## config.mk

```make
export PLATFORM = sky130hd
export DESIGN_NAME = dm_port_arbiter
export DESIGN_NICKNAME = d
export VERILOG_FILES = /design/src/rtl/dm_port_arbiter.sv
export SDC_FILE = /design/constraint.sdc
export NUM_CORES = 1
export LEC_CHECK = 0
export ABC_AREA = 1
export ABC_CLOCK_PERIOD_IN_PS = 4100
export BUFFER_PORTS_ARGS = -buffer_cell sky130_fd_sc_hd__buf_2
export CORE_AREA = 2 2 118 120
export DETAILED_ROUTE_END_ITERATION = 6
export DIE_AREA = 0 0 120 122
export HOLD_SLACK_MARGIN = 0.15
export MAX_ROUTING_LAYER = met4
export RECOVER_POWER = 50
export SYNTH_ARGS = -nofsm -noshare
export SYNTH_HDL_FRONTEND = slang
export SYNTH_SLANG_ARGS = --single-unit
export TNS_END_PERCENT = 10
```

## constraint.sdc

```tcl
create_clock -name clk -period 4.1 [get_ports clk]
set_input_delay 0.82 -clock clk [delete_from_list [all_inputs] [get_ports clk]]
set_output_delay 0.82 -clock clk [all_outputs]
set_load 0.01 [all_outputs]
```

## src/rtl/dm_port_arbiter.sv

```systemverilog
// dm_port_arbiter: CPU-priority arbiter for the shared data-memory port with DMA starvation guard and bounded locked bursts.
// Define ARB_STATS_EN to add saturating grant/force statistics outputs.
module dm_port_arbiter #(
    parameter int MEM_AW     = 12,
    parameter int STARVE_MAX = 4,
    parameter int BURST_MAX  = 8
) (
    input  logic        clk,
    input  logic        reset,
    input  logic        cpu_req,
    input  logic [31:0] cpu_addr,
    input  logic [3:0]  cpu_byteen,
    input  logic [31:0] cpu_wdata,
    output logic        cpu_gnt,
    output logic        cpu_rvalid,
    output logic [31:0] cpu_rdata,
    input  logic        dma_req,
    input  logic        dma_lock,
    input  logic [31:0] dma_addr,
    input  logic [3:0]  dma_byteen,
    input  logic [31:0] dma_wdata,
    output logic        dma_gnt,
    output logic        dma_rvalid,
    output logic [31:0] dma_rdata,
`ifdef ARB_STATS_EN
    output logic [31:0] cpu_grant_cnt,
    output logic [31:0] dma_grant_cnt,
    output logic [15:0] force_cnt,
`endif
    output logic [31:0] mem_addr,
    output logic [3:0]  mem_byteen,
    output logic [31:0] mem_wdata,
    input  logic [31:0] mem_rdata
);
    typedef enum logic [1:0] {ARB_CPU, ARB_DMA_FORCE, ARB_DMA_LOCK} arb_state_e;

    localparam int SW = $clog2(STARVE_MAX + 1);
    localparam int BW = $clog2(BURST_MAX + 1);
    localparam logic [SW-1:0] STARVE_LAST = SW'(STARVE_MAX - 1);
    localparam logic [BW-1:0] BURST_TOP   = BW'(BURST_MAX);

    arb_state_e    state_q;
    logic [SW-1:0] starve_cnt_q;
    logic [BW-1:0] burst_cnt_q;
    logic          cpu_rvalid_q, dma_rvalid_q;
    logic [31:0]   cpu_rdata_q, dma_rdata_q;
    logic          lock_exit, force_entry, in_range, cpu_rd, dma_rd;
    logic [31:0]   sel_addr, sel_wdata, rd_word;
    logic [3:0]    sel_byteen;

    // In a locked burst the CPU only gets in on the cycle the burst ends or yields.
    assign lock_exit   = !dma_lock || !dma_req || (burst_cnt_q == BURST_TOP && cpu_req);
    assign force_entry = state_q == ARB_CPU && dma_req && !dma_gnt && starve_cnt_q == STARVE_LAST;

    always_comb begin
        cpu_gnt = 1'b0;
        dma_gnt = 1'b0;
        if (reset) begin
            case (state_q)
                ARB_CPU: begin
                    cpu_gnt = cpu_req;
                    dma_gnt = dma_req && !cpu_req;
                end
                ARB_DMA_FORCE: begin
                    dma_gnt = dma_req;
                    cpu_gnt = cpu_req && !dma_req;
                end
                default: begin
                    cpu_gnt = cpu_req && lock_exit;
                    dma_gnt = dma_req && !(cpu_req && lock_exit);
                end
            endcase
        end
    end

    assign sel_addr   = cpu_gnt ? cpu_addr   : dma_gnt ? dma_addr   : 32'h0;
    assign sel_byteen = cpu_gnt ? cpu_byteen : dma_gnt ? dma_byteen : 4'h0;
    assign sel_wdata  = cpu_gnt ? cpu_wdata  : dma_gnt ? dma_wdata  : 32'h0;
    assign in_range   = ~|sel_addr[31:MEM_AW+2];
    assign mem_addr   = sel_addr & 32'hffff_fffc;
    assign mem_byteen = in_range ? sel_byteen : 4'h0;
    assign mem_wdata  = sel_wdata;
    assign rd_word    = in_range ? mem_rdata : 32'h0;
    assign cpu_rd     = cpu_gnt && cpu_byteen == 4'h0;
    assign dma_rd     = dma_gnt && dma_byteen == 4'h0;

    always_ff @(posedge clk or negedge reset) begin
        if (!reset) begin
            state_q      <= ARB_CPU;
            starve_cnt_q <= '0;
            burst_cnt_q  <= '0;
            cpu_rvalid_q <= 1'b0;
            dma_rvalid_q <= 1'b0;
            cpu_rdata_q  <= 32'h0;
            dma_rdata_q  <= 32'h0;
        end else begin
            cpu_rvalid_q <= cpu_rd;
            dma_rvalid_q <= dma_rd;
            if (cpu_rd) cpu_rdata_q <= rd_word;
            if (dma_rd) dma_rdata_q <= rd_word;
            if (dma_gnt) starve_cnt_q <= '0;
            case (state_q)
                ARB_CPU: begin
                    if (dma_gnt && dma_lock) begin
                        state_q     <= ARB_DMA_LOCK;
                        burst_cnt_q <= BW'(1);
                    end else if (force_entry) begin
                        state_q      <= ARB_DMA_FORCE;
                        starve_cnt_q <= '0;
                    end else if (dma_req && !dma_gnt) begin
                        starve_cnt_q <= starve_cnt_q + 1'b1;
                    end
                end
                ARB_DMA_FORCE: begin
                    state_q     <= (dma_gnt && dma_lock) ? ARB_DMA_LOCK : ARB_CPU;
                    burst_cnt_q <= (dma_gnt && dma_lock) ? BW'(1) : '0;
                end
                default: begin
                    if (lock_exit) begin
                        state_q     <= ARB_CPU;
                        burst_cnt_q <= '0;
                    end else if (burst_cnt_q != BURST_TOP) begin
                        burst_cnt_q <= burst_cnt_q + 1'b1;
                    end
                end
            endcase
        end
    end

    assign cpu_rvalid = cpu_rvalid_q;
    assign dma_rvalid = dma_rvalid_q;
    assign cpu_rdata  = cpu_rdata_q;
    assign dma_rdata  = dma_rdata_q;

`ifdef ARB_STATS_EN
    logic [31:0] cpu_grant_cnt_q, dma_grant_cnt_q;
    logic [15:0] force_cnt_q;

    always_ff @(posedge clk or negedge reset) begin
        if (!reset) begin
            cpu_grant_cnt_q <= 32'h0;
            dma_grant_cnt_q <= 32'h0;
            force_cnt_q     <= 16'h0;
        end else begin
            if (cpu_gnt && cpu_grant_cnt_q != '1) cpu_grant_cnt_q <= cpu_grant_cnt_q + 1'b1;
            if (dma_gnt && dma_grant_cnt_q != '1) dma_grant_cnt_q <= dma_grant_cnt_q + 1'b1;
            if (force_entry && force_cnt_q != '1) force_cnt_q <= force_cnt_q + 1'b1;
        end
    end

    assign cpu_grant_cnt = cpu_grant_cnt_q;
    assign dma_grant_cnt = dma_grant_cnt_q;
    assign force_cnt     = force_cnt_q;
`endif
endmodule

```

==> results of run 1 <==
## worst max-delay path: stages, from the launching register on
cell and delay (ns):
dfrtp_1 0.40, inv_1 0.10, ha_1 0.18, nand4_1 0.14, nand3_2 0.25, nand2_2 0.24
nand2_4 0.18, inv_2 0.09, nand2_1 0.06, nand2_1 0.06, nor2_1 0.13, nand3_2 0.15
inv_1 0.09, nand3_1 0.14, a21oi_1 0.18, buf_2 0.18
## cells in the final DEF, fill, tap and decap left out, types with 2 or more instances in the layout
cell type	netlist	final
a21oi_1	9	9
nor4_4	0	2
a22o_1	44	44
nor3_1	2	2
o21ai_1	3	3
clkbuf_16	0	9
clkinvlp_4	0	2
clkbuf_1	20	68
o22ai_1	2	2
dfrtp_1	75	75
conb_1	1	2
buf_2	2	235
nor2_2	3	3
nor2_1	15	15
nand2_4	2	2
inv_6	0	3
inv_2	4	4
inv_1	24	24
clkinv_1	2	2
nand2_1	179	179
nand2_2	2	2
nand3_1	91	91
o21ai_0	7	7
buf_4	2	6
ha_1	4	4
nand3_2	2	2
## flip-flops by register name, summed over array words and instances, names as in the netlist
signal	count
burst_cnt_q	4
cpu_rdata	32
cpu_rvalid	1
dma_rdata	32
dma_rvalid	1
starve_cnt_q	3
state_q	2
## final timing paths
path                                             end  slack (ns)
setup / recovery                       mem_byteen[0]        0.38
hold / removal                state_q[0]$_DFFE_PN0P_        0.43
setup reg to reg           cpu_rdata[21]$_DFFE_PN0P_        0.85
hold reg to reg            dma_rdata[25]$_DFFE_PN0P_        0.47
max in group asynchronous   cpu_rdata[4]$_DFFE_PN0P_        1.63
min in group clk           dma_rdata[25]$_DFFE_PN0P_        0.47
## report_power, final
part | internal (mW) | switching [mW] | total [mW]
registers | 0.780 | 0.0264 | 0.806
clock network | 0.482 | 0.333 | 0.815
logic | 0.225 | 0.338 | 0.564
## per-stage QoR
stage | cell area, um^2 | util [%] | worst slack, ns | power [mW]
floorplan | 4080 | - | 1.06 | 1.15
global placement | 5710 | 42.3 | 0.496 | 1.39
detailed placement | 5710 | 42.3 | 0.447 | 1.39
CTS | 6020 | 44.6 | 0.329 | 2.22
global route | 5930 | 43.9 | 0.0799 | 2.31
finish | 5930 | 43.9 | 0.377 | 2.18
## layer usage
| layer | vias to the layer above | track usage (%) |
|---|---|---|
| met3 | 18 | 4.96 |
| met4 | 0 | 6.10 |
| met5 | - | - |
| met2 | 195 | 34.0 |
| li1 | 2287 | - |
| met1 | 2089 | 26.0 |
## final cells by class
class                      count  area (um^2)  share of cell area (%)
timing repair buffer         311         1500                    25.3
inverter                      30          113                    1.90
clock buffer                   9          225                    3.80
sequential                    75         1880                    31.7
tap                          180          225                    3.80
antenna                        1         2.50                  0.0422
clock inverter                 7         82.6                    1.39
multi-input combinational    373         1900                    32.1
## logic make-up (layout without fill, tap and decap cells)
family | after synthesis | count (layout) | synth area share, %
flip-flops | 75 | 75 | 46.0
other | 1 | 3 | 0.0919
AO/OA/AOI/OAI | 66 | 66 | 12.3
adder cells (fa/ha/maj) | 4 | 4 | 1.23
buffers and inverters | 65 | 357 | 7.88
XOR/XNOR | 1 | 1 | 0.215
AND/OR/NAND/NOR | 300 | 300 | 32.3
==> metrics.cfg, run 1 <==
[run_status]
status=complete, but fails checks
violations=capacitance limit, slew limit

[clock_network]
clockBufferDepth=2
clock_latency_ns=0.34
numCtsBuffers=9
cts_hold_buf=0
path_clk_slew_ns=0.06
htree_levels=3
cts_tree=done
ctsResizeCount=0
clock-sinks=75
post_cts_buffers=0
cts_root_buf=clkbuf_16

[setup_path]
r2r_start=burst_cnt_q[0]$_DFFE_PN0P_
r2r_cells=11
critPathRequiredTime_ns=3.28
startpoint=burst_cnt_q[0]$_DFFE_PN0P_
cp-start-kind=flop
crit_type=reg -> out
endpoint_kind=output pin
worstPathArrival_ns=2.90
cp_max_fo=12

[final_layout]
final_nets=977
drive_gt1_share_pct=34.2
fillers=1528
stdcell_count=986
area_delta_synth_final_pct=45.3

[detailed_routing]
wl_met1_um=6470
drt-total-wl_um=15400
antenna_left=0
route.met3.wl_um=1140
top_layer_used=met4
met2_length_um=7510
drtIter0Drc=256
vias=4589
viasPerCell=4.65
wl_per_cell_um=15.6
drc_errors=0
first_pass_iters=4

[sta]
slew_headroom_pct=-14.4
fmax_ghz=0.269
tightest_slew_ns=1.72
rsz0062_at_grt=false
hold_ws_ns=0.425
period_minus_slack_ns=3.72
post-route-period-util_pct=90.8
fin_setup_tns_ns=0
final-setup-viol-count=0
finClkSkew_ns=0.0101
hold_viol_final=0
slew_viol_final=105

[synthesis]
synthTopCellsByArea=dfrtp_1, nand2_1, nand3_1
synth_cell_types=29
ys_ff_latch=75
syn_inst=512
syn_avg_cell_area_um2=7.97
synth_common_cells=nand2_1, nand3_1, dfrtp_1, a22o_1, inv_1
async_reset_ff_share_pct=100
syn_area_mm2=0.00408
synth_top_cell_area_share_pct=46.0
synth.most_common_cell=nand2_1
ys_seq_area_share_pct=46.0
synth-main-ff-cell=dfrtp_1
yosys.area.top_type=dfrtp_1
yosysWarnings=0
synth_edf_count=0

[pwr]
leakage_nw=3.45
peakVddDrop_mv=0.177
power_density_mw_per_mm2=368

[grt]
gr-total-overflow=0
first_global_vias=4254
grt_usage_pct=20.9
grt_max_degree=70
grt_pass1_wl_um=23100
antenna_found_initial=1

[floorplan]
dieWidth_um=120
row_count=43
ios=309
initial_core_util_pct=30.2
fp.coreArea_mm2=0.0135
die_area_mm2=0.0146
die_h_um=122

[hold_path]
min_path_type=in -> async

[placed_design]
gp_congestion=0.845
dpl.hpwl_um=11800
dp_cells=969
numPortBuffers=302

[run]
maxCapViolCount=2

(Power assumes the default switching activity.)
==> run 2, diff against run 1 <==
ABC_CLOCK_PERIOD_IN_PS = 4030   (was 4100)
CORE_AREA = 2 2 119 121   (was 2 2 118 120)
DIE_AREA = 0 0 121 123   (was 0 0 120 122)
clock period = 4.03 ns   (was 4.1 ns; I/O delays follow)
==> run 2 against run 1 <==
Effect of this change:
- critical path type unchanged
- largest cell class unchanged
- via count rose by 1.0%
- critical endpoint unchanged
- the flow now finishes without violations
- worst hold slack improved by 0.051 ns
- die area rose by 1.7%
- worst setup slack improved by 0.075 ns
- clock skew fell by 0.0017 ns
==> metrics.cfg, run 2 (same netlist as run 1, synthesis figures left out) <==
[clock_network]
clock-sinks=75  ; unchanged
cts_tree=done  ; unchanged
cts_root_buf=clkbuf_16  ; unchanged
ctsResizeCount=0  ; unchanged
path_clk_slew_ns=0.06  ; about the same
cts_hold_buf=0  ; unchanged
clockBufferDepth=2  ; unchanged
clock_latency_ns=0.33  ; was 0.34 ns
htree_levels=3  ; unchanged
numCtsBuffers=9  ; unchanged
post_cts_buffers=0  ; unchanged

[floorplan]
fp.coreArea_mm2=0.0136  ; was 0.0135 mm^2
die_area_mm2=0.0149  ; was 0.0146 mm^2
dieWidth_um=121  ; was 120 um
initial_core_util_pct=30.0  ; was 30.2%
ios=309  ; unchanged
row_count=43  ; unchanged
die_h_um=123  ; was 122 um

[setup_path]
cp_max_fo=16  ; was 12
r2r_slack_ns=1.21  ; was 0.85 ns
worstPathArrival_ns=2.77  ; was 2.90 ns
crit_type=reg -> out  ; unchanged
crit_chain=inv_1, ha_1, nand4_1, nand3_2, nand2_2, nand2_4, inv_2, nand2_1, nand2_1, nor2_1, nand3_2, inv_1, nand3_1, a21oi_1, buf_2  ; unchanged
crit_family=simple AND/OR/NAND/NOR gates  ; unchanged
critPathRequiredTime_ns=3.22  ; was 3.28 ns
reg2reg_to=cpu_rdata[8]$_DFFE_PN0P_  ; was cpu_rdata[21]$_DFFE_PN0P_
slowest_stage=dfrtp_1  ; unchanged
endpoint_kind=output pin  ; unchanged
cp-start-kind=flop  ; unchanged
startpoint=burst_cnt_q[0]$_DFFE_PN0P_  ; unchanged
critPathBufInv=4  ; unchanged
r2r_cells=15  ; was 11
max_stage_delay_ns=0.40  ; about the same
r2r_start=burst_cnt_q[0]$_DFFE_PN0P_  ; unchanged

[detailed_routing]
viasPerCell=4.71  ; was 4.65
wl_per_cell_um=16.2  ; was 15.6 um
drtIter0Drc=260  ; was 256
antenna_left=0  ; unchanged
vias=4636  ; was 4589
drc_errors=0  ; unchanged
first_pass_iters=5  ; was 4
drt-total-wl_um=16000  ; was 15400 um

[sta]
finClkSkew_ns=0.00834  ; was 0.0101 ns
slew_headroom_pct=5.11  ; was -14.4%
hold_viol_final=0  ; unchanged
period_minus_slack_ns=3.58
setup_slack_ns=0.452  ; was 0.377 ns
slew_viol_final=0  ; was 105
fmax_ghz=0.280
post-route-period-util_pct=88.8
rsz0062_at_grt=false  ; unchanged
fin_setup_tns_ns=0  ; unchanged
tightest_slew_ns=1.42  ; was 1.72 ns
final-setup-viol-count=0  ; unchanged

[hold_path]
whs_endpoint=cpu_rdata[28]$_DFFE_PN0P_
holdPathStages=2
min-delay-start=cpu_rdata[28]$_DFFE_PN0P_
min_path_type=reg -> reg  ; was in -> async

[final_layout]
drive_gt1_share_pct=34.1  ; was 34.2%
final_nets=976  ; was 977
stdcell_area_mm2=0.00592  ; was 0.00593 mm^2
final_common_cell=buf_2  ; unchanged
final_cell_mix=buf_2, nand2_1, nand3_1, dfrtp_1, clkbuf_1  ; unchanged
area_delta_synth_final_pct=45.2  ; was 45.3%

[pwr]
leakage_nw=3.46  ; was 3.45 nW
power_density_mw_per_mm2=375  ; was 368 mW/mm^2
peakVddDrop_mv=0.235  ; was 0.177 mV

[run_status]
status=finished, final reports clean  ; was complete, but fails checks

[grt]
grt_max_degree=51  ; was 70
gr-total-overflow=0  ; unchanged
first_global_vias=4473  ; was 4254
grt_pass1_wl_um=24100  ; was 23100 um
antenna_found_initial=1  ; unchanged
grt_usage_pct=21.5  ; was 20.9%

[placed_design]
gp_congestion=0.849  ; was 0.845
numPortBuffers=302  ; unchanged
pre_cts_ws_ns=0.522  ; was 0.447 ns
dpl_cell_area_mm2=0.00570  ; was 0.00571 mm^2
dpl.hpwl_um=12200  ; was 11800 um

[run]
maxCapViolCount=0  ; was 2

[run 2: metrics by stage]
step | hold slack, ns | cells | total power, mW | util, %
2_1_floorplan | 0.507 | 513 | 1.17 | -
3_3_place_gp | 0.458 | 968 | 1.42 | 41.9
3_5_place_dp | 0.460 | 968 | 1.42 | 41.9
4_1_cts | 0.477 | 984 | 2.25 | 44.2
5_1_grt | 0.499 | 985 | 2.35 | 43.5
6_report | 0.476 | 985 | 2.22 | 43.5
[run 2: worst max path at each step]
stage | endpoint | slack, ns | cells after the start
finish | mem_byteen[0] | 0.45 | 15
global route | mem_byteen[3] | 0.11 | 15
CTS | mem_byteen[0] | 0.43 | 15
detailed placement | mem_byteen[0] | 0.52 | 14
global placement | mem_byteen[3] | 0.57 | 15
floorplan | mem_byteen[0] | 1.02 | 14
[run 2: layout make-up]
class | instances | area (um^2)
clock inverter | 6 | 70.1
multi-input combinational | 373 | 1900
sequential | 75 | 1880
timing repair buffer | 310 | 1490
inverter | 30 | 113
fill | 1480 | 7690
clock buffer | 10 | 239
tap | 180 | 225
antenna | 1 | 2.50
[run 2: per-layer routing]
| metal | routed length (um) | global-route usage (%) | share of wire [%] | vias to the layer above |
|---|---|---|---|---|
| met5 | 0 | - | 0 | - |
| met4 | 646 | 9.74 | 4.0 | 0 |
| met3 | 1580 | 7.93 | 9.9 | 25 |
| met2 | 7420 | 32.7 | 46 | 189 |
| met1 | 6350 | 25.5 | 40 | 2135 |
| li1 | - | - | - | 2287 |
[run 2: power by group]
group	switching (mW)	internal, mW	total [mW]
clock network	0.321	0.502	0.822
registers	0.0269	0.793	0.820
logic	0.354	0.227	0.581
total	0.701	1.52	2.22
[run 2: tightest hold or removal path, delay by kind of cell (launching register included)]
| kind | cells | cell delay, ns |
|---|---|---|
| DFF | 1 | 0.34 |
| and+or+nand+nor | 2 | 0.10 |
==> run 3, diff against run 2 <==
REMOVE_ABC_BUFFERS = 1   (was unset)
==> run 3 against run 2 <==
Effect of this change:
- worst setup slack got worse by 0.17 ns
- final cell count increased by 0.71%
- via count up 0.73%
- non-clock buffer count increased by 6
- register-to-register slack gained 0.04 ns
- largest cell class unchanged
- clock-buffer cell count is 2 higher
- sequential share of layout area is 0.16 points lower
- critical path type is now in -> out
- critical path depth is 2 lower
- utilization is 0.22 points higher
- first-iteration DRC count fell by 31%
- the run now ends with capacitance limit, slew limit left
==> metrics.cfg, run 3 (same netlist as run 1, synthesis figures left out) <==
[final_layout]
drive_gt1_share_pct=34.3  ; was 34.1%
stdcell_area_mm2=0.00595  ; was 0.00592 mm^2
area_delta_synth_final_pct=45.9  ; was 45.2%
fillers=1491  ; was 1480
stdcell_count=992  ; was 985
final_common_cell=buf_2  ; unchanged
final_nets=982  ; was 976
final_cell_mix=buf_2, nand2_1, nand3_1, dfrtp_1, clkbuf_1  ; unchanged

[grt]
gr-total-overflow=0  ; unchanged
antenna_found_initial=1  ; unchanged
grt_usage_pct=21.8  ; was 21.5%
first_global_vias=4128  ; was 4473
grt_max_degree=71  ; was 51
grt_pass1_wl_um=23700  ; was 24100 um

[floorplan]
die_h_um=123  ; unchanged
fp.coreArea_mm2=0.0136  ; unchanged
row_count=43  ; unchanged
initial_core_util_pct=30.0  ; unchanged
ios=309  ; unchanged
dieWidth_um=121  ; unchanged
die_area_mm2=0.0149  ; unchanged

[sta]
fin_setup_tns_ns=0  ; unchanged
rsz0062_at_grt=false  ; unchanged
final-setup-viol-count=0  ; unchanged
period_minus_slack_ns=3.75  ; was 3.58 ns
post-route-period-util_pct=93.0  ; was 88.8%
fmax_ghz=0.267  ; was 0.280 GHz
setup_slack_ns=0.282  ; was 0.452 ns
slew_viol_final=71  ; was 0
tightest_slew_ns=1.69  ; was 1.42 ns
slew_headroom_pct=-12.8  ; was 5.11%
finClkSkew_ns=0.00466  ; was 0.00834 ns
hold_viol_final=0  ; unchanged

[setup_path]
r2r_start=burst_cnt_q[0]$_DFFE_PN0P_  ; unchanged
crit_type=in -> out  ; was reg -> out
cp_common_cell=nand2_1
worstPathArrival_ns=2.94  ; was 2.77 ns
crit_chain=clkbuf_1, nand2_1, inv_1, nand2_4, inv_2, nand2_1, nand2_1, nor2_2, nand3_2, inv_1, nand3_1, a21oi_1, buf_2  ; was inv_1, ha_1, nand4_1, nand3_2, nand2_2, nand2_4, inv_2, nand2_1, nand2_1, nor2_1, nand3_2, inv_1, nand3_1, a21oi_1, buf_2
cp_max_fo=12  ; was 16
r2r_slack_ns=1.25  ; was 1.21 ns
endpoint_kind=output pin  ; unchanged
r2r_cells=17  ; was 15
reg2reg_to=dma_rdata[7]$_DFFE_PN0P_  ; was cpu_rdata[8]$_DFFE_PN0P_
slowest_stage=a21oi_1  ; was dfrtp_1
critPathRequiredTime_ns=3.22  ; about the same
startpoint=reset  ; was burst_cnt_q[0]$_DFFE_PN0P_
max_stage_delay_ns=0.27  ; was 0.40 ns
crit_end=mem_byteen[2]  ; was mem_byteen[0]
cp-start-kind=primary input  ; was flop

[clock_network]
htree_levels=3  ; unchanged
numCtsBuffers=9  ; unchanged
path_clk_slew_ns=0.06  ; about the same
cts_hold_buf=0  ; unchanged
cts_root_buf=clkbuf_16  ; unchanged
clock_latency_ns=0.33  ; about the same
clock-sinks=75  ; unchanged
post_cts_buffers=0  ; unchanged
cts_tree=done  ; unchanged
clockBufferDepth=2  ; unchanged
ctsResizeCount=0  ; unchanged

[placed_design]
dpl.hpwl_um=12900  ; was 12200 um
pre_cts_ws_ns=0.247  ; was 0.522 ns
dpl_cell_area_mm2=0.00575  ; was 0.00570 mm^2
dp_cells=974  ; was 968
gp_congestion=0.861  ; was 0.849
numPortBuffers=302  ; unchanged

[run_status]
status=complete, but fails checks  ; was finished, final reports clean
violations=capacitance limit, slew limit

[pwr]
power_density_mw_per_mm2=369  ; was 375 mW/mm^2
peakVddDrop_mv=0.196  ; was 0.235 mV
leakage_nw=3.47  ; was 3.46 nW

[detailed_routing]
first_pass_iters=4  ; was 5
viasPerCell=4.71  ; about the same
drtIter0Drc=180  ; was 260
antenna_left=0  ; unchanged
wl_per_cell_um=16.6  ; was 16.2 um
drc_errors=0  ; unchanged
drt-total-wl_um=16500  ; was 16000 um
vias=4670  ; was 4636

[hold_path]
min_path_type=in -> async  ; was reg -> reg

[run]
maxCapViolCount=1  ; was 0

## run 3: cell types whose count changed in the layout (fill, tap and decap cells not counted), sizes merged
cell,delta
clkinv,-1
inv,-2
diode,+1
buf,+7
clkinvlp,+1
clkbuf,+1
## run 3: area by class of cell
cell class	instances	area [um^2]	area share, %
Sequential cell	75	1880	31.5
Inverter	30	113	1.89
Clock inverter	4	51.3	0.862
Clock buffer	12	236	3.97
Tap cell	180	225	3.78
Multi-Input combinational cell	373	1900	32.0
Antenna cell	2	5.00	0.0841
Timing Repair Buffer	316	1540	25.9
## run 3: per-layer routing
layer,vias to the layer above,part of all wire (%),routed length [um],track usage [%]
met5,-,0,0,-
met4,0,1.3,218,6.18
met3,14,10,1720,6.37
met2,215,44,7180,30.5
met1,2153,45,7360,30.7
li1,2288,-,-,-
## run 3: worst max-delay path, delay by kind of cell
kind / cells / cell delay, ns
AND/OR/NAND/NOR: 7 / 0.99
AO/OA/AOI/OAI: 1 / 0.27
buffers and inverters: 5 / 0.87
## run 3: worst min-delay path by stage
stage | slack, ns | cells past startpoint | from | to
floorplan | 0.51 | 0 | reset | burst_cnt_q[0]$_DFFE_PN0P_
global placement | 0.46 | 2 | dma_rdata[17]$_DFFE_PN0P_ | dma_rdata[17]$_DFFE_PN0P_
detailed placement | 0.46 | 2 | cpu_rdata[17]$_DFFE_PN0P_ | cpu_rdata[17]$_DFFE_PN0P_
CTS | 0.27 | 1 | reset | state_q[0]$_DFFE_PN0P_
global route | 0.42 | 1 | reset | state_q[1]$_DFFE_PN0P_
finish | 0.41 | 1 | reset | starve_cnt_q[1]$_DFF_PN0_
## run 3: where the power goes
group / switching (mW) / internal, mW / total [mW]
sequential: 0.0266 / 0.794 / 0.820
combinational: 0.355 / 0.238 / 0.593
clock: 0.304 / 0.480 / 0.784
## run 3: through the flow
step | power [mW] | utilization (%) | hold slack (ns)
5_1_grt | 2.33 | 43.7 | 0.422
3_3_place_gp | 1.44 | 42.2 | 0.459
6_report | 2.20 | 43.7 | 0.408
3_5_place_dp | 1.44 | 42.2 | 0.460
2_1_floorplan | 1.14 | - | 0.507
4_1_cts | 2.23 | 44.4 | 0.273
